**config.mk**
```make
export PLATFORM = sky130hd
export DESIGN_NAME = case_encoder_flat
export DESIGN_NICKNAME = d
export VERILOG_FILES = /design/src/rtl/case_encoder_if.sv /design/src/rtl/case_encoder.sv /design/src/flat_wrapper.sv
export SDC_FILE = /design/constraint.sdc
export NUM_CORES = 1
export LEC_CHECK = 0
export CORE_UTILIZATION = 49
export CTS_CLUSTER_SIZE = 20
export DETAILED_ROUTE_END_ITERATION = 10
export HOLD_SLACK_MARGIN = 0.03
export PLACE_DENSITY = 0.9
export SYNTH_ARGS = -nofsm -noshare
export SYNTH_HDL_FRONTEND = slang
export SYNTH_SLANG_ARGS = --single-unit
```
**constraint.sdc**
```tcl
create_clock -name clock -period 2.9 [get_ports clock]
set_clock_uncertainty 0.05 [all_clocks]
set_input_delay 0.29 -clock clock [delete_from_list [all_inputs] [get_ports clock]]
set_output_delay 0.29 -clock clock [all_outputs]
set_load 0.02 [all_outputs]
```
**src/rtl/case_encoder_if.sv**
```systemverilog
// Handshake bundle for case_encoder: one-hot selector in, encoded code out.
// The master side drives in_valid/in_data/out_ready; the encoder is the slave.
interface case_encoder_if;
    logic       in_valid;
    logic [3:0] in_data;
    logic       in_ready;
    logic       out_valid;
    logic [1:0] out_code;
    logic       out_ready;

    modport master (
        output in_valid, in_data, out_ready,
        input  in_ready, out_valid, out_code
    );

    modport slave (
        input  in_valid, in_data, out_ready,
        output in_ready, out_valid, out_code
    );
endinterface

```
**src/rtl/case_encoder.sv**
```systemverilog
// One-hot to binary encoder with a one-entry output register and saturating per-code hit counters.
// Optional macro ENC_ILLEGAL_TRAP_EN: illegal input sets a sticky err and locks the block until reset.
module case_encoder #(
    parameter int CNT_W = 8
) (
    input  logic               clock,
    input  logic               reset,
    case_encoder_if.slave      bus,
    output logic               err,
    output logic [4*CNT_W-1:0] hit_cnt
);

    typedef enum logic [1:0] {
        IDLE = 2'd0,
        FULL = 2'd1
`ifdef ENC_ILLEGAL_TRAP_EN
        ,
        TRAP = 2'd2
`endif
    } state_e;

    state_e             state_q, state_d;
    logic [1:0]         code_q, code_d;
    logic               err_q, err_d;
    logic [CNT_W-1:0]   cnt_q [4];
    logic [CNT_W-1:0]   cnt_d [4];

    logic               legal;
    logic [1:0]         enc;
    logic               out_valid;
    logic               in_ready;
    logic               accept;
    logic               drain;

    always_comb begin
        legal = 1'b1;
        enc   = 2'b00;
        case (bus.in_data)
            4'b0001: enc = 2'b00;
            4'b0010: enc = 2'b01;
            4'b0100: enc = 2'b10;
            4'b1000: enc = 2'b11;
            default: legal = 1'b0;
        endcase
    end

    assign out_valid = (state_q == FULL);
`ifdef ENC_ILLEGAL_TRAP_EN
    assign in_ready  = (state_q != TRAP) && (!out_valid || bus.out_ready);
`else
    assign in_ready  = !out_valid || bus.out_ready;
`endif
    assign accept    = bus.in_valid && in_ready;
    assign drain     = out_valid && bus.out_ready;

    always_comb begin
        // NOTE: every output of this block is defaulted first so no path leaves it unassigned (no latch).
        state_d = state_q;
        code_d  = code_q;
        cnt_d   = cnt_q;
`ifdef ENC_ILLEGAL_TRAP_EN
        err_d   = err_q || (accept && !legal);
`else
        err_d   = accept && !legal;
`endif

        case (state_q)
            IDLE: if (accept && legal) state_d = FULL;
            FULL: if (drain && !(accept && legal)) state_d = IDLE;
`ifdef ENC_ILLEGAL_TRAP_EN
            TRAP: state_d = TRAP;
`endif
            default: state_d = IDLE;
        endcase

`ifdef ENC_ILLEGAL_TRAP_EN
        // A pending output drains in the same cycle, so the trap never strands valid data.
        if (accept && !legal) state_d = TRAP;
`endif

        if (accept && legal) begin
            code_d = enc;
            if (cnt_q[enc] != {CNT_W{1'b1}}) cnt_d[enc] = cnt_q[enc] + CNT_W'(1);
        end
    end

    always_ff @(posedge clock) begin
        // NOTE: state registers use non-blocking assignment so all flops update from pre-edge values.
        if (reset) begin
            state_q <= IDLE;
            code_q  <= 2'b00;
            err_q   <= 1'b0;
            // NOTE: the counters are architecturally visible, so this small array is reset, unlike a data RAM.
            cnt_q   <= '{default: '0};
        end else begin
            state_q <= state_d;
            code_q  <= code_d;
            err_q   <= err_d;
            cnt_q   <= cnt_d;
        end
    end

    assign bus.in_ready  = in_ready;
    assign bus.out_valid = out_valid;
    assign bus.out_code  = code_q;
    assign err           = err_q;

    for (genvar n = 0; n < 4; n++) begin : g_hit
        assign hit_cnt[n*CNT_W +: CNT_W] = cnt_q[n];
    end

endmodule

```
**src/flat_wrapper.sv**
```systemverilog
// flat-port wrapper written by rule: the top's interface ports become plain ports
module case_encoder_flat 
#(
    parameter int CNT_W = 8
)
  (clock, reset, err, hit_cnt, bus_in_valid, bus_in_data, bus_out_ready, bus_in_ready, bus_out_valid, bus_out_code);
  case_encoder_if bus_i ();
  input  logic clock;
  input  logic reset;
  output logic err;
  output logic [4*CNT_W-1:0] hit_cnt;
  input wire logic [$bits(bus_i.in_valid)-1:0] bus_in_valid;
  input wire logic [$bits(bus_i.in_data)-1:0] bus_in_data;
  input wire logic [$bits(bus_i.out_ready)-1:0] bus_out_ready;
  output wire logic [$bits(bus_i.in_ready)-1:0] bus_in_ready;
  output wire logic [$bits(bus_i.out_valid)-1:0] bus_out_valid;
  output wire logic [$bits(bus_i.out_code)-1:0] bus_out_code;
  assign bus_i.in_valid = bus_in_valid;
  assign bus_i.in_data = bus_in_data;
  assign bus_i.out_ready = bus_out_ready;
  assign bus_in_ready = bus_i.in_ready;
  assign bus_out_valid = bus_i.out_valid;
  assign bus_out_code = bus_i.out_code;
  case_encoder #(.CNT_W(CNT_W)) u_core (.clock(clock), .reset(reset), .bus(bus_i), .err(err), .hit_cnt(hit_cnt));
endmodule
```
== Word level (Yosys, flattened, before mapping) ==
Cells that the tools add are included.
Storage, ports and cells
  output and inout bits: 37
  register bits after elaboration: 37
  bits of input ports: 8
  word-level logic and storage cells: 44
Operators by class
  bitwise gates (word level): 1
  add/subtract/negate cells: 1
  mux-type cells: 11
  reductions and logical operators: 14
  equality and inequality tests: 8
  $lt $le $gt $ge: 2
Operators by type and width (number)
  bitwise mux 32 bit: 1
  two-way mux 8 bit: 3
  binary-select mux 8 bit (select 2 bit): 1
  demux 8 bit (select 2 bit): 1
  adder 8 x 1 -> 8 bit (second input constant): 1
  inequality test 8 bit (second input constant): 1
  logical AND 1 bit: 6
  case mux 2 bit (3 select lines): 1
  equality test 4 x 1 -> 1 bit (second input constant): 1
  equality test 4 x 2 -> 1 bit (second input constant): 1
  equality test 4 x 3 -> 1 bit (second input constant): 1
  equality test 4 bit (second input constant): 1
  two-way mux 2 bit: 2
  case mux 2 bit (2 select lines): 1
  AND reduction 2 bit: 2
  OR reduction 4 bit: 1
  greater-or-equal comparator 3 bit (second input constant): 1
  zero test 1 bit: 3
  less-than comparator 3 x 1 -> 1 bit (second input constant): 1
  NOT 2 -> 3 bit: 1
  equality test 2 x 1 -> 1 bit (second input constant): 1
  zero test 2 bit: 1
  inequality test 2 x 1 -> 1 bit (second input constant): 1
  inequality test 2 bit (second input constant): 1
  other kinds (2): 2

== Logic depth before layout (Yosys ltp) ==
Gate-level depths: netlist of run 1.
  depth in word-level cells: 9
  depth in mapped cells: 13
  mapped depth without buffers: 10

== Worst setup path after synthesis of run 1 ==
Ideal clock, no wire load.
  path kind: input -> register
  start point: input bus_in_data[3]
  end point: register u_core.cnt_q, in the netlist u_core.hit_cnt[31]
  library setup time: 116 ps
  cell stages on the path: 12
  path slack: 240 ps
  arrival: 2494 ps
  cells stage by stage: buf_6 o21ai_0 o211a_1 buf_6 o221ai_1 inv_1 ha_1 o2111ai_1 nor4_4 a211oi_1 buf_4 a41o_1
Between the ends
  cells in the longest elaborated chain, start to end: 8
  elaborated cells between the ends (all ways): 21
  classes of those cells: add/sub: 1; order compare: 2; eq/ne: 5; mux: 8; bitwise: 1; reduce/logical: 4
RTL lines
  start, declared: RTL line flat_wrapper.sv:13  | input wire logic [$bits(bus_i.in_data)-1:0] bus_in_data;
  equality test 4 bit, or another cell as far along: RTL line case_encoder.sv:38  | case (bus.in_data)
  case mux 2 bit (3 select lines): RTL line case_encoder.sv:38
  NOT 2 -> 3 bit (implied by the code): RTL line case_encoder.sv:83  | if (cnt_q[enc] != {CNT_W{1'b1}}) cnt_d[enc] = cnt_q[enc] + CNT_W'(1);
  binary-select mux 8 bit (select 2 bit), or another cell as far along: RTL line case_encoder.sv:83
  two-way mux 8 bit (implied by the code) / logical AND 1 bit (equally long branches): RTL line case_encoder.sv:83
  two-way mux 8 bit (implied by the code): RTL line case_encoder.sv:83
  adder 8 x 1 -> 8 bit, or another cell as far along: RTL line case_encoder.sv:83
  bitwise mux 32 bit / AND reduction 2 bit (equally long branches)
  end signal, assigned: RTL line case_encoder.sv:99  | cnt_q <= cnt_d;
  end, declared: RTL line case_encoder.sv:25  | logic [CNT_W-1:0] cnt_q [4];
Parallel ways exist; a longest one is shown, timed or not. The select of a mux whose other input is x is not followed.
A chain may end at the register's enable or synchronous reset.

== Worst setup path after layout of run 1 ==
  start point: input bus_in_data[0]
  end point: register u_core.cnt_q, in the netlist u_core.hit_cnt[5]
Same word-level chain as after synthesis.

==> flow_summary_export.csv, run 1 <==
group,metric,value,unit
status,status,"completed",
sta,finalSetupViolations,0,
clocking,clk_latency,0.29,ns
pwr,pwr-share-comb,19.3,%
yosys,syn_inst,206,
yosys,syn_area,1920,um^2
pwr,power_leakage,1.07,nW
layout,layout-drive-gt1-share,24.9,%
floorplan,core-area,3720,um^2
clocking,numCtsBuffers,5,
clocking,cts_tree,"yes",
routing,wl_per_cell,17.4,um
critical_path,path_depth,15,
pwr,p_sw,0.000292,W
pwr,seq_power_share,47.0,%
place,placed_area,2640,um^2
sta,min_period_over_period,94.9,%
critical_path,cp.buffers_inverters,6,
global_route,grt_pass1_vias,1831,
place,placed_cells,327,
sta,finalMaxSlewViolations,0,
yosys,synth_top_cell_by_area,"dfxtp_1",
yosys,ys.flop_type,"dfxtp_1",
sta,fin_crit,2.75,ns
sta,max_freq,364,MHz
place,place_hpwl,3.87,mm
critical_path,max_stage_delay,0.49,ns
clocking,ctsHoldBuffers,0,
place,numPortBuffers,44,
floorplan,rows,22,
critical_path,crit_top_cell,"buf_4",
clocking,cts-root-buf,"clkbuf_8",
pwr,ir_worst_vdd,265,uV
hold_path,hold_end,"u_core.hit_cnt[15]",
yosys,synth.distinct_cells,54,
global_route,grt.total_usage,27.6,%
floorplan,initial_core_util,51.7,%
pwr,clock_power_share,33.7,%
critical_path,cp_top_family,"buffers and inverters",
sta,tightest_slew,0.464,ns
layout,final_core_util,75.5,%
floorplan,io-pin-count,45,
critical_path,critPathLaunch,"bus_in_data[0]",
pwr,intPower,0.000793,W
critical_path,critical_path_arrival,2.86,ns
clocking,clockBufferDepth,2,
routing,ant_nets,0,
run,drv_cap,0,
routing,first_pass_iters,4,
yosys,seq_area_frac_synth,37.5,%
critical_path,cp.required,3.01,ns
clocking,clkSinkCount,36,
place,place.gp.congestion,0.956,
yosys,synthArstFlopShare,0,%
clocking,cts_max_level,2,
yosys,synth_seq_cells,36,
global_route,grt_pass1_wl,8.71,mm
floorplan,die_w,64.6,um
yosys,syn-num-nets,215,
yosys,synth_edf_count,0,
sta,hold_slack,0.431,ns
critical_path,worstRegToRegCells,13,
routing,drtIter0Drc,140,
clocking,clk_pin_slew,0.07,ns
critical_path,r2r_slack,0.46,ns
yosys,synthTopCellsByArea,"dfxtp_1 (38%), mux2i_1 (11%), nor2_1 (5.9%)",
routing,vias_per_cell,5.78,
critical_path,crit_chain,"clkdlybuf4s50_1 > inv_1 > o211a_1 > buf_4 > nor2_1 > nor2_1 > ha_1 > o2111ai_2 > nor4_4 > buf_4 > a211oi_4 > buf_4 > buf_4 > o21ai_1 > a21oi_1",
layout,fin_area,2810,um^2
layout,final_cells,337,
critical_path,cp-end-kind,"flop",
yosys,synth_top_area_share,37.5,%
sta,slew_headroom,68.8,%
critical_path,slowest_stage,"clkdlybuf4s50_1",
critical_path,path_class,"primary input to flop",
hold_path,min-delay-start,"u_core.hit_cnt[15]",
routing,wl,5.87,mm
global_route,grt_max_degree,32,
layout,finalNetCount,297,
critical_path,r2r_start,"u_core.hit_cnt[24]",
yosys,syn_avg_cell_area,9.33,um^2
floorplan,die-area,4180,um^2
pwr,powerDensity,387,nW/um^2
yosys,yosys_warnings,0,
global_route,grt_antenna_before_repair,0,
sta,hold_viol,0,
sta,rsz0062_at_grt,"no",
hold_path,holdPathStages,2,
critical_path,start_kind,"primary input",
routing,num_vias,1949,
critical_path,timing.rr.end,"u_core.hit_cnt[5]",
floorplan,die_h,64.6,um
sta,tns,0,ns
layout,area_growth,46.0,%
hold_path,holdCritPathClass,"flop to flop",
routing,route.detailed.drc,0,
global_route,overflow,0,
critical_path,critPathMaxFanout,6,
layout,diodes,0,
pwr,p_sw_share,27.0,%
==> cells in the final DEF (no fill, tap or decap), types with 2 or more instances in the layout <==
cell / count
buf_4: 42
clkdlybuf4s50_1: 41
dfxtp_1: 36
nor2_1: 30
mux2i_1: 21
nor3b_1: 10
o21ai_1: 9
nand2_1: 8
a21oi_1: 6
clkbuf_8: 6
inv_1: 5
o21ai_0: 4
xnor2_1: 4
nand2b_1: 3
nand4_1: 3
a211oi_2: 3
dlymetal6s2s_1: 3
buf_6: 3
xor2_1: 2
o221ai_1: 2
a22oi_1: 2
o221ai_2: 2
o211ai_1: 2
a21o_1: 2
a21oi_2: 2
a211oi_1: 2
nor3_1: 2
clkbuf_1: 2
==> worst max path at each step <==
stage / endpoint / slack, ns
after CTS: u_core.hit_cnt[31] / 0.03
after floorplan: u_core.hit_cnt[31] / 0.24
after global routing: u_core.hit_cnt[5] / 0.03
after global placement: u_core.hit_cnt[31] / -0.11
final: u_core.hit_cnt[5] / 0.15
after detailed placement: u_core.hit_cnt[31] / -0.21
==> power groups by stage <==
stage	combinational (W)	sequential (W)	clock, W
floorplan	0.000104	0.000528	0
global placement	0.000188	0.000520	0
detailed placement	0.000193	0.000520	0
CTS	0.000197	0.000509	0.000373
global route	0.000222	0.000510	0.000390
finish	0.000210	0.000510	0.000366
==> registers in the layout, summed over array words and instances (netlist names) <==
signal and flops:
u_core.state_q 1, u_core.hit_cnt 32, u_core.err 1, u_core.bus.out_code 2
==> worst register-to-register path: stages, from the launching register on <==
cell       delay (ns)
dfxtp_1          0.40
nor3b_2          0.08
o21ai_1          0.15
o221ai_1         0.17
inv_1            0.13
ha_1             0.20
o2111ai_2        0.15
nor4_4           0.24
buf_4            0.20
a211oi_4         0.07
buf_4            0.18
buf_4            0.14
o21ai_1          0.11
a21oi_1          0.05
==> cell families after synthesis <==
family / after synthesis / synth area share (%)
adder cells (fa/ha/maj): 1 / 0.651
buffers and inverters: 20 / 6.51
AND/OR/NAND/NOR: 71 / 20.7
XOR/XNOR: 7 / 3.19
AO/OA/AOI/OAI: 50 / 20.5
flip-flops: 36 / 37.5
multiplexers: 21 / 10.9
==> synth_stat cells (2+ instances only) <==
cell type  number
o221ai_1        2
clkbuf_1        3
buf_2           4
o221ai_2        2
buf_6           5
xnor2_1         5
o21ai_0         5
a211oi_2        3
nor3b_1        11
a21o_1          2
nand2b_1        3
o211ai_1        2
mux2i_1        21
a21oi_1         6
nor3_1          2
a211oi_1        3
o21ai_1         8
dfxtp_1        36
nor2_1         30
nand2_1         9
nand4_1         3
xor2_1          2
inv_1           5
a22oi_1         2
buf_4           2
a21oi_2         2
==> metal layers <==
metal  track usage (%)  up-vias  part of all wire, %
met3              6.69       25                  4.5
met4              13.9        0                  3.6
li1                  -      911                    -
met1              33.9      937                   43
met5                 0        -                    0
met2              44.7       76                   49
==> area by class of cell <==
cell class	instances	area, um^2
fill	259	910
multi-input combinational	150	1120
clock buffer	8	90.1
inverter	6	22.5
tap	48	60.1
sequential	36	721
timing repair buffer	89	797
==> per-stage QoR <==
step	setup WS, ns	power [W]
floorplan	0.240	0.000633
global placement	-0.114	0.000708
finish	0.149	0.00109
CTS	0.0252	0.00108
detailed placement	-0.214	0.000713
global route	0.0268	0.00112
==> timing repair <==
item / 4_1_cts / 5_1_grt
buffers inserted: 0 / 2
gates resized for setup: 1 / 13
setup endpoints to repair: 1 / 28
No activity file was read; power rests on OpenSTA's default activity.
==> inputs of run 2 (changes only) <==
Settings changed: CORE_UTILIZATION 49 to 44, DONT_BUFFER_PORTS from default to 1, PLACE_DENSITY 0.9 to 0.7.
==> flow_summary_export.csv, run 2 (synthesis gave the netlist of run 1 again) <==
group,metric,value,unit
status,status,"completed",
global_route,met2_usage,31.7,%
clocking,clkSinkCount,36,
routing,wl,4.51,mm
routing,ant_nets,0,
critical_path,path_class,"flop to flop",
critical_path,slowest_stage,"a211oi_4",
pwr,ir_worst_vdd,380,uV
clocking,cts-root-buf,"clkbuf_8",
sta,slew_headroom,28.4,%
layout,layout-drive-gt1-share,17.5,%
global_route,met3_usage,9.33,%
critical_path,cp.buffers_inverters,1,
place,placed_area,2000,um^2
floorplan,rows,23,
routing,first_pass_iters,4,
routing,num_vias,1541,
critical_path,cp.required,3.00,ns
routing,drtIter0Drc,89,
critical_path,r2r_slack,0.39,ns
pwr,power_leakage,0.740,nW
pwr,fin_total_pwr,0.00108,W
place,place_hpwl,3.31,mm
layout,fill_cells,394,
global_route,grt_antenna_before_repair,0,
layout,largest_reg_flops,32,
layout,final_cells,267,
pwr,p_sw,0.000272,W
floorplan,die_h,68.1,um
critical_path,crit_chain,"nor3b_1 > o21ai_0 > o221ai_1 > inv_1 > ha_1 > o2111ai_1 > nor4_4 > a211oi_4 > mux2i_1 > nor2_1",
critical_path,start_kind,"flop",
global_route,grt_busiest_layer,"met2",
run,drv_cap,0,
floorplan,core-area,4090,um^2
layout,layout_common_cells,"dfxtp_1 (36), nor2_1 (30), mux2i_1 (21), buf_4 (15), nor3b_1 (11)",
routing,vias_per_cell,5.77,
critical_path,max_stage_delay,0.64,ns
clocking,cts_tree,"yes",
floorplan,io-pin-count,45,
global_route,overflow,0,
sta,finalMaxSlewViolations,0,
place,numPortBuffers,0,
critical_path,critPathMaxFanout,11,
place,placed_cells,257,
global_route,grt_pass1_vias,1428,
pwr,pwr-share-comb,11.4,%
sta,min_period_over_period,86.4,%
global_route,grt_util_met1,28.0,%
clocking,cts_max_level,2,
global_route,grt_pass1_wl,7.20,mm
layout,fin_area,2140,um^2
clocking,clk_latency,0.30,ns
floorplan,die-area,4640,um^2
clocking,numCtsBuffers,5,
global_route,grt_max_degree,29,
clocking,clk_pin_slew,0.07,ns
sta,max_freq,399,MHz
layout,final_common_cell,"dfxtp_1",
pwr,p_sw_share,25.2,%
sta,tightest_slew,1.07,ns
place,place.gp.congestion,0.955,
layout,finalNetCount,225,
pwr,powerDensity,504,nW/um^2
routing,wl_per_cell,16.9,um
layout,area_growth,11.5,%
floorplan,initial_core_util,47.0,%
hold_path,holdCritPathClass,"primary input to flop",
global_route,grt.total_usage,21.9,%
critical_path,cp_top_family,"compound AO/OA/AOI/OAI gates",
sta,fin_crit,2.51,ns
layout,final_core_util,52.4,%
sta,rsz0062_at_grt,"no",
sta,hold_viol,0,
critical_path,cp-end-kind,"flop",
pwr,intPower,0.000808,W
pwr,seq_power_share,47.8,%
layout,diodes,0,
sta,tns,0,ns
sta,finalSetupViolations,0,
routing,route.detailed.drc,0,
pwr,clock_power_share,40.8,%
critical_path,critical_path_arrival,2.60,ns
clocking,clockBufferDepth,2,
floorplan,die_w,68.1,um
==> run 2: changes by cell type in the layout (fill, tap and decap cells not counted), sizes merged <==
cell and delta:
buf -30, bufinv +1, clkbuf -2, clkdlybuf4s50 -41, clkinv +1, dlygate4sd3 +2
dlymetal6s2s -3
==> run 2: area by class of cell <==
type,count,area (um^2),area share [%]
clock buffers,6,72.6,3.39
clock inverters,2,35.0,1.64
multi-input cells,150,1100,51.2
flip-flops and latches,36,721,33.6
inverters,6,22.5,1.05
well taps,50,62.6,2.92
repair buffers,17,133,6.19
==> run 2: worst paths after layout <==
kind,startpoint,to,cells past startpoint
worst max-delay path,u_core.hit_cnt[24],u_core.hit_cnt[6],10
worst min-delay path,bus_in_data[1],u_core.bus.out_code[1],1
worst min register to register,u_core.hit_cnt[23],u_core.hit_cnt[23],2
worst max register to register,u_core.hit_cnt[24],u_core.hit_cnt[6],10
==> run 2: through the flow <==
stage	hold slack, ns	worst slack (ns)
2_1_floorplan	0.452	0.240
5_1_grt	0.0663	0.0857
3_3_place_gp	0.309	0.0497
6_report	0.0612	0.394
4_1_cts	0.0535	0.147
3_5_place_dp	0.312	-0.0171
==> run 2: power groups by stage <==
| stage | registers, W | clock network [W] | logic (W) |
|---|---|---|---|
| global placement | 0.000528 | 0 | 0.000112 |
| finish | 0.000516 | 0.000441 | 0.000124 |
| detailed placement | 0.000528 | 0 | 0.000113 |
| global route | 0.000517 | 0.000475 | 0.000135 |
| CTS | 0.000516 | 0.000452 | 0.000122 |
| floorplan | 0.000528 | 0 | 0.000104 |
==> run 2: layer usage <==
layer  share of wire (%)  vias up
li1                    -      770
met1                  46      718
met2                  44       45
met3                 8.2        8
met4                 2.1        0
met5                   0        -
==> run 2: timing repair <==
item | 4_1_cts | 5_1_grt
setup buffers | 0 | 0
hold buffers | 2 | 0
resized for setup | 0 | 2
endpoints found under the setup margin | 0 | 11
endpoints found under the hold margin | 28 | 0
